**src/rtl/spi_sub.sv**
```systemverilog
// SPI mode-0 subordinate: 2-bit length header followed by a 128/192/256-bit payload,
// with a 128-bit reply word shifted out on miso during the frame.
module spi_sub #(
    parameter int SYNC_STAGES = 2
) (
    input  logic         clk,
    input  logic         rst_n,
    input  logic         cs_n,
    input  logic         sclk,
    input  logic         mosi,
    output logic         miso,
    input  logic [127:0] tx_data,
    output logic [255:0] rx_data,
    output logic [1:0]   rx_mode,
    output logic         rx_valid,
    output logic         rx_err,
    output logic         busy
);

    typedef enum logic [1:0] {IDLE, HDR, PAYLOAD, DONE} state_t;

    state_t                 state;
    logic [SYNC_STAGES-1:0] cs_sync;
    logic [SYNC_STAGES-1:0] sclk_sync;
    logic [SYNC_STAGES-1:0] mosi_sync;
    logic [SYNC_STAGES-1:0] fill;
    logic                   cs_prev;
    logic                   sclk_prev;
    logic                   armed;
    logic [8:0]             cnt;
    logic [1:0]             hdr;
    logic [255:0]           rx_sh;
    logic [127:0]           tx_sh;

    logic         cs_s, sclk_s, mosi_s;
    logic         cs_fall, cs_rise, sclk_rise, sclk_fall;
    logic [8:0]   exp_total;
    logic [255:0] aligned;
    logic         good;

    assign cs_s   = cs_sync[SYNC_STAGES-1];
    assign sclk_s = sclk_sync[SYNC_STAGES-1];
    assign mosi_s = mosi_sync[SYNC_STAGES-1];

    // The fill chain marks when the synchronisers hold real samples rather than reset
    // values, so a cs_n already low at reset release is never mistaken for a frame start.
    assign cs_fall   = armed & cs_prev & ~cs_s;
    assign cs_rise   = ~cs_prev & cs_s;
    assign sclk_rise = ~sclk_prev & sclk_s;
    assign sclk_fall = sclk_prev & ~sclk_s;

    always_comb begin
        exp_total = 9'h1ff;
        aligned   = rx_sh;
        case (hdr)
            2'b00: begin
                exp_total = 9'd130;
                aligned   = rx_sh << 128;
            end
            2'b01: begin
                exp_total = 9'd194;
                aligned   = rx_sh << 64;
            end
            2'b10: exp_total = 9'd258;
            default: exp_total = 9'h1ff;
        endcase
        good = (hdr != 2'b11) && (cnt == exp_total);
    end

    always_ff @(posedge clk or negedge rst_n) begin
        if (!rst_n) begin
            cs_sync   <= '1;
            sclk_sync <= '0;
            mosi_sync <= '0;
            fill      <= '0;
            cs_prev   <= 1'b1;
            sclk_prev <= 1'b0;
            armed     <= 1'b0;
        end else begin
            cs_sync[0]   <= cs_n;
            sclk_sync[0] <= sclk;
            mosi_sync[0] <= mosi;
            fill[0]      <= 1'b1;
            for (int i = 1; i < SYNC_STAGES; i++) begin
                cs_sync[i]   <= cs_sync[i-1];
                sclk_sync[i] <= sclk_sync[i-1];
                mosi_sync[i] <= mosi_sync[i-1];
                fill[i]      <= fill[i-1];
            end
            cs_prev   <= cs_s;
            sclk_prev <= sclk_s;
            armed     <= armed | (fill[SYNC_STAGES-1] & cs_s);
        end
    end

    always_ff @(posedge clk or negedge rst_n) begin
        if (!rst_n) begin
            state    <= IDLE;
            cnt      <= '0;
            hdr      <= '0;
            rx_sh    <= '0;
            tx_sh    <= '0;
            rx_data  <= '0;
            rx_mode  <= '0;
            rx_valid <= 1'b0;
            rx_err   <= 1'b0;
            busy     <= 1'b0;
            miso     <= 1'b0;
        end else begin
            rx_valid <= 1'b0;
            rx_err   <= 1'b0;
            case (state)
                IDLE: begin
                    miso <= 1'b0;
                    if (cs_fall) begin
                        state <= HDR;
                        cnt   <= '0;
                        hdr   <= '0;
                        rx_sh <= '0;
                        tx_sh <= tx_data;
                        miso  <= tx_data[127];
                        busy  <= 1'b1;
                    end
                end
                HDR, PAYLOAD: begin
                    // Bits past 258 are dropped; the counter holds at 258.
                    if (sclk_rise && cnt < 9'd258) begin
                        cnt <= cnt + 9'd1;
                        if (state == HDR) begin
                            hdr <= {hdr[0], mosi_s};
                            if (cnt == 9'd1) state <= PAYLOAD;
                        end else begin
                            rx_sh <= {rx_sh[254:0], mosi_s};
                        end
                    end
                    if (sclk_fall) begin
                        tx_sh <= tx_sh << 1;
                        miso  <= tx_sh[126];
                    end
                    // Assigned last so a same-cycle sclk edge is counted before closing.
                    if (cs_rise) state <= DONE;
                end
                DONE: begin
                    if (good) begin
                        rx_data  <= aligned;
                        rx_mode  <= hdr;
                        rx_valid <= 1'b1;
                    end else begin
                        rx_err <= 1'b1;
                    end
                    state <= IDLE;
                    busy  <= 1'b0;
                    miso  <= 1'b0;
                end
                default: state <= IDLE;
            endcase
        end
    end

endmodule

```
**config.mk**
```make
export PLATFORM = sky130hd
export DESIGN_NAME = spi_sub
export DESIGN_NICKNAME = d
export VERILOG_FILES = /design/src/rtl/spi_sub.sv
export SDC_FILE = /design/constraint.sdc
export NUM_CORES = 1
export LEC_CHECK = 0
export CAP_MARGIN = 0
export CORE_UTILIZATION = 40
export CTS_BUF_LIST = sky130_fd_sc_hd__clkbuf_16
export DETAILED_ROUTE_END_ITERATION = 10
export SLEW_MARGIN = 30
export SYNTH_ARGS = -nofsm -noshare
export SYNTH_HDL_FRONTEND = slang
export SYNTH_SLANG_ARGS = --single-unit
```
**constraint.sdc**
```tcl
create_clock -name clk -period 4.1 [get_ports clk]
set_input_delay 0.41 -clock clk [delete_from_list [all_inputs] [get_ports clk]]
set_output_delay 0.41 -clock clk [all_outputs]
set_load 0.02 [all_outputs]
```
==> results.sh, run 1 <==
export IMPL_cp_slowest_cell="sky130_fd_sc_hd__ha_4"
export IMPL_irDropWorstVdd_v=0.000389
export IMPL_post_drt_via_cell_ratio=5.24
export IMPL_die_width_um=271
export IMPL_finalInstanceArea_sq_um=35700
export IMPL_synthesized_area_fraction_occupied_by_adder_cells_pct=0.217
export IMPL_detail_route_wl_per_cell_um=17.9
export IMPL_drtPass1Iterations=5
export IMPL_timing_worst_setup_path_type="register to register"
export IMPL_critPathRequiredTime_ns=4.58
export IMPL_postSynthRegisterBits=669
export IMPL_syn_area_sq_um=28900
export IMPL_unrepaired_setup_endpoints_after_global_routing="no"
export IMPL_io_buffers=394
export IMPL_io_pins=395
export IMPL_detailed_place_area_sq_um=33300
export IMPL_grt_ovfl_total=0
export IMPL_ys_dominant_reg_cell="sky130_fd_sc_hd__dfrtp_1"
export IMPL_worst_setup_hold_path_clk_slew_ns=0.05
export IMPL_hold_class="primary input to register"
export IMPL_final_period_demand_of_the_worst_path_ns=3.29
export IMPL_post_route_drc_count=0
export IMPL_worst_path_max_fanout=67
export IMPL_route_vias_total=21356
export IMPL_nets=3209
export IMPL_clock_sinks=669
export IMPL_detail_route_wirelength_um=73100
export IMPL_post_synth_xor_area_fraction_pct=0.0606
export IMPL_synth_compound_area_share_pct=17.2
export IMPL_utilization_pct=49.9
export IMPL_clock_tree_htree_level_count=3
export IMPL_cts_made_buffers=75
export IMPL_dominant_combinational_cell_family_by_area_after_synthesis="compound AO/OA/AOI/OAI gates"
export IMPL_critical_path_max_stage_delay_ns=0.62
export IMPL_synth_nets=2930
export IMPL_maxCapViolCount=0
export IMPL_cp_arrival_ns=3.77
export IMPL_cellLeakagePower_nw=16.0
export IMPL_power_mw=19.4
export IMPL_ys_async_sr_fraction_pct=100
export IMPL_synth_distinct_cells=47
export IMPL_cp_cell_sequence="inv_1 -> ha_4 -> nand2b_1 -> a22oi_1 -> nand2_1 -> a21o_4 -> buf_16 -> buf_4 -> a22o_1"
export IMPL_finalWeightedCongestion=0.814
export IMPL_path_buf_inv=3
export IMPL_timing_worst_slew_pin_value_ns=0.978
export IMPL_grt_max_degree=255
export IMPL_fin_crit_sh_pct=80.2
export IMPL_dieHeight_um=271
export IMPL_synth_edf_count=0
export IMPL_layout_area_overhead_vs_synth_pct=23.4
export IMPL_post_layout_nonfiller_instances=4077
export IMPL_syn_avg_cell_area_sq_um=10.3
export IMPL_synth_simple_gate_area_share_pct=11.5
export IMPL_grt_usage_pct=19.9
export IMPL_critical_path_top_delay_family="compound AO/OA/AOI/OAI gates"
export IMPL_core_region_area_sq_um=71500
export IMPL_drt_iter0_markers=1307
export IMPL_report_final_hold_viol_count=0
export IMPL_first_pass_grt_wire_length_um=118000
export IMPL_fin_worst_skew_ns=0.0167
export IMPL_yosys_warnings=0
export IMPL_number_of_antenna_violating_nets_in_the_routed_design=0
export IMPL_synth_mux_area_share_pct=8.83
export IMPL_placementRows=98
export IMPL_cts_repair_resized=0
export IMPL_tritoncts="done"
export IMPL_timing_fmax_ghz=0.304
export IMPL_run_status="complete, no violations"
export IMPL_slew_headroom_pct=34.8
export IMPL_initial_antenna_violation_count=2
export IMPL_start_util_pct=40.4
export IMPL_seq_area_frac_synth_pct=58.0
export IMPL_insertion_delay_ns=0.61
export IMPL_cts_buffer_depth=3
export IMPL_finalSetupViolCount=0
export IMPL_setup_tns_final_ns=0
export IMPL_postSynthCellCount=2792
export IMPL_dpl_hpwl_um=47100
export IMPL_finalMaxSlewViolations=0
export IMPL_die_area_sq_um=73300
export IMPL_grt_pass1_vias=20715
export IMPL_diodes=0
export IMPL_start_kind="register"
export IMPL_fraction_of_final_layout_cells_with_drive_strength_greater_than_1_pct=4.67
export IMPL_cp_end_kind="register"
export IMPL_p_per_area_nw_per_um2=544
export IMPL_cts_root_buf="sky130_fd_sc_hd__clkbuf_16"
export IMPL_post_place_cells=3940
## final timing paths
kind,start,end,slack [ns],depth (start not counted)
max,state[0],rx_sh[127],0.81,9
min,cs_n,cs_sync[0],0.23,1
max reg2reg,state[0],rx_sh[127],0.81,9
min reg2reg,mosi_sync[0],mosi_sync[1],0.35,0
max in group asynchronous,rst_n,rx_data[188],2.58,4
min in group asynchronous,rst_n,rx_data[205],0.28,2
## logic make-up after synthesis
kind of cell	after synthesis
buffers and inverters	236
AOI/OAI and AO/OA	792
other	1
and+or+nand+nor	832
adders and majority gates	5
muxes	255
DFF	669
xor gates and xnor gates	2
## repair_timing
| item | in CTS | in global routing |
|---|---|---|
| hold buffers | 1 | 0 |
| hold endpoints to repair | 91 | 0 |
| buffers inserted | 0 | 0 |
## routing by layer
| layer | wire length [um] | GRT usage, % |
|---|---|---|
| met1 | 33700 | 28.1 |
| met2 | 32400 | 29.5 |
| met3 | 5340 | 6.19 |
| met4 | 1590 | 5.14 |
| met5 | 12 | 0 |
## stage by stage
step	hold slack (ns)	setup slack, ns
2_1_floorplan	0.114	1.80
3_3_place_gp	0.332	0.791
3_5_place_dp	0.335	0.709
4_1_cts	0.192	0.699
5_1_grt	0.194	0.546
6_report	0.229	0.810
## flip-flops by register name, indices dropped and copies added, names as in the netlist, 2 cells and up
| register | count |
|---|---|
| hdr | 2 |
| sclk_sync | 2 |
| mosi_sync | 2 |
| rx_mode | 2 |
| state | 2 |
| tx_sh | 127 |
| rx_data | 256 |
| cs_sync | 2 |
| fill | 2 |
| cnt | 9 |
| rx_sh | 256 |
## synthesized netlist by cell type, types with 2 or more instances
| cell | instances | area [sq um] |
|---|---|---|
| sky130_fd_sc_hd__buf_1 | 14 | 52.6 |
| sky130_fd_sc_hd__or3_1 | 2 | 12.5 |
| sky130_fd_sc_hd__a22o_1 | 256 | 2240 |
| sky130_fd_sc_hd__nand2_1 | 407 | 1530 |
| sky130_fd_sc_hd__dfstp_2 | 3 | 78.8 |
| sky130_fd_sc_hd__nand2b_1 | 7 | 43.8 |
| sky130_fd_sc_hd__and3_1 | 2 | 12.5 |
| sky130_fd_sc_hd__inv_1 | 7 | 26.3 |
| sky130_fd_sc_hd__buf_6 | 36 | 405 |
| sky130_fd_sc_hd__clkbuf_1 | 136 | 510 |
| sky130_fd_sc_hd__and2_1 | 2 | 12.5 |
| sky130_fd_sc_hd__nand4_1 | 3 | 18.8 |
| sky130_fd_sc_hd__dfrtp_1 | 666 | 16700 |
| sky130_fd_sc_hd__nor2_1 | 324 | 1220 |
| sky130_fd_sc_hd__nor2b_1 | 3 | 18.8 |
| sky130_fd_sc_hd__a21o_1 | 2 | 15.0 |
| sky130_fd_sc_hd__o21ai_0 | 202 | 1010 |
| sky130_fd_sc_hd__ha_1 | 5 | 62.6 |
| sky130_fd_sc_hd__nand3b_1 | 2 | 15.0 |
| sky130_fd_sc_hd__or4_1 | 2 | 15.0 |
| sky130_fd_sc_hd__xor2_1 | 2 | 17.5 |
| sky130_fd_sc_hd__buf_2 | 42 | 210 |
| sky130_fd_sc_hd__o211ai_1 | 3 | 22.5 |
| sky130_fd_sc_hd__nand3_1 | 68 | 340 |
| sky130_fd_sc_hd__a21oi_1 | 320 | 1600 |
| sky130_fd_sc_hd__mux2i_1 | 255 | 2550 |
## area by class of cell
| cell class | instances | area, sq um |
|---|---|---|
| clock inverter | 58 | 357 |
| inverter | 7 | 26.3 |
| sequential | 669 | 16800 |
| timing repair buffer | 431 | 4490 |
| multi-input combinational | 1887 | 11000 |
| fill | 6425 | 35800 |
| tap | 950 | 1190 |
| clock buffer | 75 | 1880 |
## placed cells by master, fill, tap and decap left out, types with 4 or more instances in the layout
cell                                n
sky130_fd_sc_hd__dfrtp_1          664
sky130_fd_sc_hd__a21oi_1          320
sky130_fd_sc_hd__a22o_1           256
sky130_fd_sc_hd__inv_6              4
sky130_fd_sc_hd__nand3_1           68
sky130_fd_sc_hd__clkdlybuf4s50_1  393
sky130_fd_sc_hd__buf_12            16
sky130_fd_sc_hd__ha_1               4
sky130_fd_sc_hd__clkbuf_16         75
sky130_fd_sc_hd__buf_4             16
sky130_fd_sc_hd__clkinv_2           8
sky130_fd_sc_hd__o21ai_0          202
sky130_fd_sc_hd__clkinv_1          20
sky130_fd_sc_hd__nand2_1          407
sky130_fd_sc_hd__mux2i_1          255
sky130_fd_sc_hd__nand2b_1           7
sky130_fd_sc_hd__nor2_1           324
sky130_fd_sc_hd__inv_1             27
## report_power, final
group | total [mW] | switching, mW | internal, mW | leakage (nW)
Clock | 6.17 | 2.66 | 3.51 | 1.17
Combinational | 5.57 | 3.65 | 1.92 | 5.96
Sequential | 7.66 | 0.398 | 7.26 | 8.86
Total | 19.4 | 6.71 | 12.7 | 16.0
Power figures use the tool's default switching activity.
==> run 2, diff against run 1 <==
clock period = 3.2 ns   (was 4.1 ns; I/O delays follow)
==> results.sh, run 2 (synthesis gave the netlist of run 1 again) <==
export IMPL_run_status="complete, no violations"
export IMPL_finalWeightedCongestion=0.814
export IMPL_io_buffers=394
export IMPL_timing_worst_setup_path_type="register to register"
export IMPL_origin_of_the_worst_min_delay_path="sclk"
export IMPL_fill_cells=6381
export IMPL_finalHoldWorstSlack_ns=0.159
export IMPL_placementRows=98
export IMPL_detail_route_wl_per_cell_um=18.0
export IMPL_critPathRequiredTime_ns=3.67
export IMPL_mostFrequentLayoutCell="sky130_fd_sc_hd__dfrtp_1"
export IMPL_clock_tree_htree_level_count=3
export IMPL_timing_fmax_ghz=0.346
export IMPL_p_per_area_nw_per_um2=708
export IMPL_start_util_pct=40.4
export IMPL_r2r_start="state[0]"
export IMPL_final_period_demand_of_the_worst_path_ns=2.89
export IMPL_cp_slowest_cell="sky130_fd_sc_hd__dfrtp_1"
export IMPL_drt_iter0_markers=1421
export IMPL_post_drt_via_cell_ratio=5.25
export IMPL_maxCapViolCount=0
export IMPL_fin_crit_sh_pct=90.3
export IMPL_grt_ovfl_total=0
export IMPL_share_seq_of_total_power_pct=38.4
export IMPL_finalMaxSlewViolations=0
export IMPL_finalInstanceArea_sq_um=36000
export IMPL_post_route_drc_count=0
export IMPL_combPwrFrac_pct=28.3
export IMPL_cellLeakagePower_nw=16.2
export IMPL_grt_usage_pct=20.2
export IMPL_detailed_place_area_sq_um=33600
export IMPL_cts_root_buf="sky130_fd_sc_hd__clkbuf_16"
export IMPL_worst_setup_hold_path_clk_slew_ns=0.06
export IMPL_die_area_sq_um=73300
export IMPL_cellInternalPower_mw=16.8
export IMPL_fin_worst_skew_ns=0.0295
export IMPL_final_cell_mix="664 x sky130_fd_sc_hd__dfrtp_1, 407 x sky130_fd_sc_hd__nand2_1, 393 x sky130_fd_sc_hd__clkdlybuf4s50_1, 324 x sky130_fd_sc_hd__nor2_1, 320 x sky130_fd_sc_hd__a21oi_1"
export IMPL_drtPass1Iterations=5
export IMPL_irDropWorstVdd_v=0.000861
export IMPL_clock_sinks=669
export IMPL_first_pass_grt_wire_length_um=120000
export IMPL_initial_antenna_violation_count=3
export IMPL_cts_setup_buffers=0
export IMPL_worstSetupStartpoint="state[0]"
export IMPL_p_sw_mw=8.66
export IMPL_core_region_area_sq_um=71500
export IMPL_layout_area_overhead_vs_synth_pct=24.6
export IMPL_report_final_hold_viol_count=0
export IMPL_largest_registers="rx_data (256), rx_sh (256), tx_sh (127)"
export IMPL_worst_path_max_fanout=166
export IMPL_cp_end_kind="register"
export IMPL_start_kind="register"
export IMPL_die_width_um=271
export IMPL_cp_cell_sequence="inv_1 -> ha_4 -> nand2b_1 -> a22oi_1 -> nand2_1 -> a21o_4 -> buf_12 -> a22o_1"
export IMPL_setup_tns_final_ns=0
export IMPL_io_pins=395
export IMPL_unrepaired_setup_endpoints_after_global_routing="no"
export IMPL_grt_pass1_vias=21334
export IMPL_number_of_antenna_violating_nets_in_the_routed_design=0
export IMPL_grt_max_degree=169
export IMPL_fraction_of_final_layout_cells_with_drive_strength_greater_than_1_pct=5.62
export IMPL_tritoncts="done"
export IMPL_cts_repair_resized=0
export IMPL_diodes=0
export IMPL_critical_path_max_stage_delay_ns=0.42
export IMPL_dpl_hpwl_um=48900
export IMPL_dieHeight_um=271
export IMPL_sw_frac_of_total_pct=34.0
export IMPL_finalSetupViolCount=0
export IMPL_nets=3230
export IMPL_route_vias_total=21544
export IMPL_hold_class="primary input to register"
export IMPL_cts_buffer_depth=3
export IMPL_cts_made_buffers=74
export IMPL_detail_route_wirelength_um=73800
export IMPL_timing_worst_slew_pin_value_ns=1.07
export IMPL_slew_headroom_pct=28.4
export IMPL_cp_arrival_ns=3.36
export IMPL_p_clk_share_pct=33.3
export IMPL_insertion_delay_ns=0.61
-- run 2: cell types whose count changed in the layout (fill, tap and decap cells not counted), moves of 3 or more --
cell and delta:
sky130_fd_sc_hd__buf_12 +4, sky130_fd_sc_hd__buf_16 -3, sky130_fd_sc_hd__buf_4 +20, sky130_fd_sc_hd__bufinv_16 +7, sky130_fd_sc_hd__clkinv_1 -3, sky130_fd_sc_hd__clkinv_2 +3
sky130_fd_sc_hd__inv_1 -5
-- run 2: power by group through the flow --
stage | logic [mW] | registers [mW] | clock network, mW
after floorplan | 5.72 | 9.78 | 0
after global placement | 7.06 | 9.89 | 0
after detailed placement | 7.29 | 9.94 | 0
after CTS | 7.30 | 9.79 | 8.76
after global routing | 8.04 | 9.89 | 9.10
final | 7.22 | 9.79 | 8.48
-- run 2: final cells by class --
class	count	area, sq um	share of cell area (%)
inverter	7	26.3	0.0730
clock inverter	60	554	1.54
multi-input combinational	1887	11000	30.5
clock buffer	74	1850	5.14
timing repair buffer	453	4650	12.9
sequential	669	16800	46.5
tap	950	1190	3.30
-- run 2: per-layer routing --
metal | GRT usage [%] | up-vias | share of wire [%]
met1 | 28.3 | 10566 | 46
met2 | 30.4 | 495 | 45
li1 | - | 10365 | -
met5 | 0 | - | 0.057
met3 | 5.97 | 112 | 7.3
met4 | 5.46 | 6 | 2.2
-- run 2: metrics by stage --
| stage | power, mW | setup slack (ns) | utilization (%) | instances |
|---|---|---|---|---|
| after floorplan | 15.5 | 0.904 | - | 2792 |
| final | 25.5 | 0.309 | 50.4 | 4100 |
| after global routing | 27.0 | 0.210 | 50.4 | 4100 |
| after CTS | 25.9 | 0.383 | 50.4 | 4100 |
| after detailed placement | 17.2 | 0.428 | 47.0 | 3965 |
| after global placement | 16.9 | 0.438 | 46.9 | 3964 |
-- run 2: final timing paths --
kind	endpoint	slack [ns]	depth (start not counted)
setup / recovery	rx_sh[231]	0.31	8
hold / removal	sclk_sync[0]	0.16	1
setup reg to reg	rx_sh[231]	0.31	8
hold reg to reg	cs_sync[1]	0.34	0
max in group asynchronous	rx_sh[254]	1.81	3
min in group asynchronous	rx_data[204]	0.35	2
-- run 2: what timing repair did --
action / CTS / global route
hold buffers: 1 / 0
setup endpoints to repair: 0 / 0
hold endpoints to repair: 62 / 0
-- run 2: worst max-delay path: cells and delay by family, from the launching register on --
kind / cells / cell delay, ns
buffers and inverters: 2 / 0.33
DFF: 1 / 0.42
AOI/OAI and AO/OA: 3 / 1.08
and+or+nand+nor: 2 / 0.35
adders and majority gates: 1 / 0.36
==> variant (flow settings as in run 1) <==
Add an input register stage for `cs_n`, `mosi` and `tx_data`; this delays them by one clock.
--- a/src/rtl/spi_sub.sv
+++ b/src/rtl/spi_sub.sv
@@ -18,6 +18,16 @@
 );
 
     typedef enum logic [1:0] {IDLE, HDR, PAYLOAD, DONE} state_t;
+
+    logic cs_n_q;
+    logic mosi_q;
+    logic [127:0] tx_data_q;
+
+    always_ff @(posedge clk) begin
+        cs_n_q    <= cs_n;
+        mosi_q    <= mosi;
+        tx_data_q <= tx_data;
+    end
 
     state_t                 state;
     logic [SYNC_STAGES-1:0] cs_sync;
@@ -77,9 +87,9 @@
             sclk_prev <= 1'b0;
             armed     <= 1'b0;
         end else begin
-            cs_sync[0]   <= cs_n;
+            cs_sync[0]   <= cs_n_q;
             sclk_sync[0] <= sclk;
-            mosi_sync[0] <= mosi;
+            mosi_sync[0] <= mosi_q;
             fill[0]      <= 1'b1;
             for (int i = 1; i < SYNC_STAGES; i++) begin
                 cs_sync[i]   <= cs_sync[i-1];
@@ -117,8 +127,8 @@
                         cnt   <= '0;
                         hdr   <= '0;
                         rx_sh <= '0;
-                        tx_sh <= tx_data;
-                        miso  <= tx_data[127];
+                        tx_sh <= tx_data_q;
+                        miso  <= tx_data_q[127];
                         busy  <= 1'b1;
                     end
                 end
Behaviour: no difference found for any inputs over 4 cycles, from zero or initial values and one cycle with rst_n low; that may be too few to reach the edited logic, so the function may still have changed.
==> variant against run 1 <==
Design area up 8.4%. Combinational power up 2%. Non-clock buffer count up 1. Global-route usage down 1.0 points. Sequential share of layout area up 3.1 points. Critical path type unchanged. Sequential cell count up 130. Synthesized area up 8.4%. Largest power group unchanged. Critical endpoint is now rx_sh[207]$_DFFE_PN0P_. Worst setup slack better by 0.39 ns. Total power up 14%. Wire length up 2.5%.
==> variant: results (changes against run 1) <==
DR iter-0 viols=1481 (+13%); first-pass GRT wire length=121000 um (+2.5%); synth top area cells=dfrtp_1 (53%), dfxtp_1 (8.3%), mux2i_1 (8.1%), a22o_1 (7.2%), a21oi_1 (5.1%); Fillers=6951 (+8.2%); hold_sp=tx_data[120]; Max Clk Rate=345 MHz (+13%); post-synth cell types=45 (-4.3%); pre-CTS setup slack=1.27 ns (+0.559 ns); Net Count, Synth=2995 (+2.2%); routability cong.=0.798 (-2.0%); Fin Clk Skew=0.0145 ns (-0.00221 ns); worst vdd ir=0.404 mV (+3.9%); Synth async-reset ratio=83.7% (-16 points); R2R setup slack=1.20 ns (+0.39 ns); largest fanout on the critical path=93 (+39%); Slew HR=37.2% (+2.4 points); post-synth top area share=53.2% (-4.5 points); Largest regs=rx_data x256, rx_sh x256, tx_data_q x128; WL final=75000 um (+2.5%); most common library cells after synthesis=dfrtp_1 (666), nand2_1 (333), a21oi_1 (322); post-DP HPWL=48100 um (+2.2%); Post-layout nets=3281 (+2.2%); GRT Overall Usage=18.9% (-1.0 points); total CTS buffers=83 (+11%); leak pwr=16.9 nW (+5.9%); status=finished, final reports clean; Worst R2R Start=cnt[5]$_DFFE_PN0P_; register area share after synthesis=61.8% (+3.8 points); Post-DP Area=0.0360 mm2 (+8.0%); 1st-pass router iterations=5 (unchanged); share of layout cells above drive strength 1=5.05% (+0.38 points); kind of critical path=flop to flop; pin count of the biggest net entering global routing=195 (-24%); final hold vios=0 (unchanged); Via Count=21896 (+2.5%); Worst EP arrival=3.45 ns (-0.32 ns); antenna violations before repair=0 (-2)
[variant: metal layers]
layer	routed length (um)	up-vias	global-route usage, %
li1	-	10581	-
met1	33800	10758	25.9
met2	34500	473	29.0
met3	5500	84	5.64
met4	1200	0	4.85
met5	0	-	0
[variant: cells by family (layout without fill, tap and decap cells)]
| logic type | Yosys count | count (layout) | share of synthesized area (%) |
|---|---|---|---|
| buffers and inverters | 242 | 592 | 3.77 |
| adders and majority gates | 5 | 5 | 0.200 |
| muxes | 254 | 254 | 8.12 |
| DFF | 799 | 799 | 61.8 |
| other | 1 | 1 | 0.0120 |
| and+or+nand+nor | 693 | 693 | 9.13 |
| xor gates and xnor gates | 4 | 4 | 0.112 |
| AOI/OAI and AO/OA | 859 | 859 | 16.9 |
[variant: final cells by class]
cell class | instances | share of cell area, %
clock inverter | 61 | 1.05
sequential | 799 | 50.1
timing repair buffer | 432 | 11.7
multi-input combinational | 1816 | 28.0
clock buffer | 88 | 5.70
tap | 1040 | 3.37
inverter | 11 | 0.107
[variant: worst paths after layout]
kind	end	cells after the start
worst max-delay path	rx_sh[207]$_DFFE_PN0P_	6
max in group asynchronous	cs_sync[0]$_DFF_PN1_	3
worst min register to register	cs_sync[0]$_DFF_PN1_	0
min in group asynchronous	rx_sh[8]$_DFFE_PN0P_	2
worst min-delay path	tx_data_q[120]$_DFF_P_	1
worst max register to register	rx_sh[207]$_DFFE_PN0P_	6
[variant: where the power goes]
group / switching, mW / internal [mW]
clock network: 3.10 / 4.13
registers: 0.469 / 8.67
logic: 3.50 / 2.16
[variant: worst max-delay path: stages, from the launching register on]
cell	delay, ns
dfrtp_1	0.41
or4_4	0.58
o21a_1	0.24
nor4b_2	0.40
and2_4	0.49
buf_12	0.37
a22o_1	0.22
[variant: through the flow]
stage	utilization (%)	power [mW]	cells
floorplan	-	13.6	2857
global placement	46.5	14.7	4096
detailed placement	46.5	15.0	4096
CTS	49.9	22.3	4246
global route	49.9	23.3	4247
finish	49.9	22.0	4247
